[config.mk]
export PLATFORM = sky130hd
export DESIGN_NAME = register_file
export DESIGN_NICKNAME = d
export VERILOG_FILES = /design/src/rtl/register_file_pkg.sv /design/src/rtl/register_file_rf_read_port.sv /design/src/rtl/register_file.sv
export SDC_FILE = /design/constraint.sdc
export NUM_CORES = 2
export LEC_CHECK = 0
export ABC_CLOCK_PERIOD_IN_PS = 2800
export BUFFER_PORTS_ARGS = -buffer_cell sky130_fd_sc_hd__clkbuf_2
export CAP_MARGIN = 20
export CORE_MARGIN = 2
export CORE_UTILIZATION = 25
export CTS_CLUSTER_SIZE = 8
export DETAILED_ROUTE_END_ITERATION = 16
export PLACE_DENSITY_LB_ADDON = 0.2
export SLEW_MARGIN = 20
export SYNTH_ARGS = -nofsm -noshare
export SYNTH_HDL_FRONTEND = slang
export SYNTH_SLANG_ARGS = --single-unit
[constraint.sdc]
create_clock -name clk -period 2.8 [get_ports clk]
set_input_delay 0.42 -clock clk [delete_from_list [all_inputs] [get_ports clk]]
set_output_delay 0.42 -clock clk [all_outputs]
set_load 0.02 [all_outputs]
[src/rtl/register_file_pkg.sv]
// rtl/register_file_pkg.sv - shared constants and types for the register file
// Default geometry and the hardwired-zero register index.
package register_file_pkg;

   localparam int DEFAULT_N    = 32;
   localparam int DEFAULT_ADDR = 5;
   localparam int ZERO_REG     = 0;

   typedef logic [DEFAULT_N-1:0] defaultWordT;

endpackage

[src/rtl/register_file_rf_read_port.sv]
// rtl/register_file_rf_read_port.sv - one combinational read port of the register file
// REGISTER_FILE_WRITE_BYPASS_EN adds write-through forwarding from the write port.
module rf_read_port
   import register_file_pkg::*;
#(
   parameter int N    = DEFAULT_N,
   parameter int ADDR = DEFAULT_ADDR
)(
   input  logic [N-1:0]    regBank [2**ADDR],
   input  logic [ADDR-1:0] readAddr,
`ifdef REGISTER_FILE_WRITE_BYPASS_EN
   input  logic            reset,
   input  logic            writeEn,
   input  logic [ADDR-1:0] writeAddr,
   input  logic [N-1:0]    writeData,
`endif
   output logic [N-1:0]    readData
);

   always_comb begin
      readData = regBank[readAddr];
`ifdef REGISTER_FILE_WRITE_BYPASS_EN
      if (!reset && writeEn && (writeAddr == readAddr)) begin
         readData = writeData;
      end
`endif
      // Applied last so a forwarded write to register 0 can never leak out.
      if (readAddr == ADDR'(ZERO_REG)) begin
         readData = '0;
      end
   end

endmodule

[src/rtl/register_file.sv]
// rtl/register_file.sv - 2R1W general-purpose register file with hardwired-zero register 0
// Optional write-through forwarding on both read ports under REGISTER_FILE_WRITE_BYPASS_EN.
module register_file
   import register_file_pkg::*;
#(
   parameter int N    = DEFAULT_N,
   parameter int ADDR = DEFAULT_ADDR
)(
   input  logic            clk,
   input  logic            reset,
   input  logic            Reg_Write_i,
   input  logic [ADDR-1:0] Write_Register_i,
   input  logic [N-1:0]    Write_Data_i,
   input  logic [ADDR-1:0] Read_Register_1_i,
   input  logic [ADDR-1:0] Read_Register_2_i,
   output logic [N-1:0]    Read_Data_1_o,
   output logic [N-1:0]    Read_Data_2_o
);

   localparam int DEPTH = 2**ADDR;

   typedef logic [N-1:0] wordT;

   wordT regBank [DEPTH];

   // Register 0 is never written, so after the first reset it holds zero forever.
   always_ff @(posedge clk) begin
      if (reset) begin
         for (int i = 0; i < DEPTH; i++) begin
            regBank[i] <= '0;
         end
      end else if (Reg_Write_i && (Write_Register_i != ADDR'(ZERO_REG))) begin
         regBank[Write_Register_i] <= Write_Data_i;
      end
   end

   rf_read_port #(.N(N), .ADDR(ADDR)) readPort1 (
      .regBank   (regBank),
      .readAddr  (Read_Register_1_i),
`ifdef REGISTER_FILE_WRITE_BYPASS_EN
      .reset     (reset),
      .writeEn   (Reg_Write_i),
      .writeAddr (Write_Register_i),
      .writeData (Write_Data_i),
`endif
      .readData  (Read_Data_1_o)
   );

   rf_read_port #(.N(N), .ADDR(ADDR)) readPort2 (
      .regBank   (regBank),
      .readAddr  (Read_Register_2_i),
`ifdef REGISTER_FILE_WRITE_BYPASS_EN
      .reset     (reset),
      .writeEn   (Reg_Write_i),
      .writeAddr (Write_Register_i),
      .writeData (Write_Data_i),
`endif
      .readData  (Read_Data_2_o)
   );

endmodule

==> qor.csv <==
metric,value,unit
Slew HR,0.3624,
post-route antenna net violation count,0,
"Cell Area, Synth",51790,um2
number of global-route vias before repair,45626,
Largest regs,regBank: 1024 flops,
hpwl dp,149.2,mm
first-pass GRT wire length,346.0,mm
Crit. End Element,output port,
Detailed Route WL,243.8,mm
largest net degree at the start of global routing,95,
fin cells,8697,
initial antenna violation count,15,
post-synthesis cell count,5833,
CP max FO,3,
routed vias,46896,
core footprint,206400,um2
Syn Area/Cell,8.879,um2
CTS tree,done,
# placed instances,8509,
DRC viols,0,
layout cells sized above 1,0.2910,
Peak VDD IR,655.2,uV
Clock Path Buffers,3,
static leakage,21.25,nW
Wirelength per Cell,28.03,um
Vias/cell,5.392,
worst hold margin,0.09112,ns
max reg flops,1024,
setup ws final,-0.1869,ns
register area,20770,um2
warning count from the yosys run,0,
failing checks,negative setup slack,
Layout Area Growth over Synthesis,25.98,%
Max Cap Viol,0,
"Hold Vio Cnt, Final",0,
total power,0.03511,W
RSZ-0062 raised after global routing,yes,
Hold Path Class,input port to register,
Initial Util,0.2509,
H-tree levels,4,
CTS Buf Count,146,
Die Wd,459.1,um
Tot GR Track Use,0.2262,
Critical Path Start Type,register,
DRT iter0 DRCs,5028,
clk root buf,clkbuf_16,
total die area,210800,um2
routability cong.,0.8626,
PD cells,538.1,nW/um2
Worst Path Required,2.38,ns
Core Rows,167,
Final #Nets,6020,
fin crit share,1.067,
Cell variety after synth,42,
clk slew on worst S/H paths,0.05,ns
clk_skew,0,ns
status,"finished, violations left",
register bank with the most flops,regBank,
filler cell count,21172,
max-slew violations,0,
Overflow after GRT,0,
synthesized flop and latch total,1024,
Top Ports,114,
sequential area share after synthesis,0.3958,
f_max,0.3348,GHz
Setup Crit Path Kind,register to output port,
slew at the pin closest to its max-slew limit,0.9564,ns
clock latency at the later pin of the worst-skew pair,0.79,ns
footprint of the multi-input gates,30220,um2
I/O Buffers,113,
Syn Nets,5883,
Final min period,2.987,ns
final setup vio count,48,
WP data arrival,2.57,ns
DR pass1 iterations,6,
# clock sinks,1024,
chip height,459.1,um
metrics by stage:
stage / utilization / setup TNS (ns) / worst slack, ns / cell area [um2]
6_report: 0.3160 / -4.117 / -0.1869 / 65250
5_1_grt: 0.3160 / -6.736 / -0.2355 / 65240
4_1_cts: 0.3118 / -6.933 / -0.2258 / 64370
3_5_place_dp: 0.2844 / -8.963 / -0.6752 / 58720
3_3_place_gp: 0.2844 / -9.638 / -0.7149 / 58710
2_1_floorplan: - / 0 / 0.3027 / 51790
routing by layer:
layer | part of all wire | global-route usage
met5 | 0.00017 | 0
met4 | 0.050 | 0.1075
met3 | 0.068 | 0.03632
met2 | 0.47 | 0.3678
met1 | 0.41 | 0.2924
cells in the mapped netlist (all sizes together):
cell type	number	area, um2
o2111ai	19	166.4
o21ai	77	385.4
nand2	2048	7687
dfxtp	1024	20500
or2	4	25.02
nand2b	3	18.77
clkbuf	397	1490
and4b	3	30.03
nor2b	71	444.2
nand4bb	2	22.52
mux2	32	360.4
nor2	27	101.4
a221oi	45	394.1
a21oi	992	4965
a221o	32	320.3
and3	1	6.260
inv	2	7.510
a22oi	64	480.5
and3b	3	26.28
nand3b	2	15.01
mux4	448	10090
and4bb	4	50.05
or4	1	7.510
mux2i	192	1922
buf	225	1419
a211oi	32	240.2
a31oi	32	200.2
nand4b	3	26.28
nor4b	1	15.01
nand4	1	6.260
nand3	1	5.000
nor3	3	20.02
a311oi	32	280.3
and2	10	62.56
worst max-delay path, cell delays in order, from the launching register on:
cell,delay (ns)
dfxtp_2,0.33
mux4_2,0.46
mux2i_1,0.20
a221o_1,0.35
a31oi_1,0.08
buf_4,0.20
buf_8,0.13
placed cells by master, fill, tap and decap left out, types with 14 or more instances in the layout:
master and instances:
a211oi_2 21, a21oi_1 992, a221o_1 28, a221oi_1 33, a22oi_1 36, a22oi_2 28, a311oi_2 16, a311oi_4 14
a31oi_1 17, buf_12 149, buf_4 337, buf_6 25, buf_8 22, clkbuf_16 156, clkbuf_2 48, clkbuf_8 19
dfxtp_1 810, dfxtp_2 214, mux2_2 14, mux2_4 18, mux2i_1 173, mux4_2 448, nand2_1 2023, nand2_2 25
nor2_4 21, nor2b_1 51, nor2b_4 17, o21ai_1 35, o21ai_2 23, o21ai_4 14
cells by family (layout without fill, tap and decap cells):
family,after synthesis,after routing,share of synthesized area
buffers and inverters,624,773,0.05632
AO/OA/AOI/OAI,1325,1325,0.1435
other,0,11,0
multiplexers,672,672,0.2389
flip-flops,1024,1024,0.3958
AND/OR/NAND/NOR,2188,2188,0.1655
final timing paths:
check	from	end	slack, ns	depth (start not counted)
worst min-delay path	reset	regBank[826]$_SDFFE_PP0P_	0.09	2
worst max register to register	regBank[847]$_SDFFE_PP0P_	regBank[847]$_SDFFE_PP0P_	1.99	4
worst max-delay path	regBank[900]$_SDFFE_PP0P_	Read_Data_1_o[4]	-0.19	6
worst min register to register	regBank[655]$_SDFFE_PP0P_	regBank[655]$_SDFFE_PP0P_	0.46	2
final cells by class:
class | count | area share
repair buffers | 611 | 0.1059
well taps | 2704 | 0.05185
diodes | 11 | 0.0004219
flip-flops and latches | 1024 | 0.3183
clock inverters | 5 | 0.001055
clock buffers | 155 | 0.05912
multi-input cells | 4185 | 0.4632
inverters | 2 | 0.0002301
repair_timing:
item                                    in CTS  in global routing
gates resized for setup                    478                227
cloned                                       1                  2
hold buffers                                 0                  0
setup buffers                               12                 15
endpoints found under the setup margin      64                 64
pin swaps                                   76                 62
where the power goes:
part | switching [W] | internal (W) | total, W | leakage (nW)
Combinational | 0.00247 | 0.00146 | 0.00393 | 11.0
Sequential | 0.0000823 | 0.0147 | 0.0148 | 8.36
Clock | 0.00673 | 0.00967 | 0.0164 | 1.93
Total | 0.00928 | 0.0258 | 0.0351 | 21.3
Power figures use the tool's default switching activity.
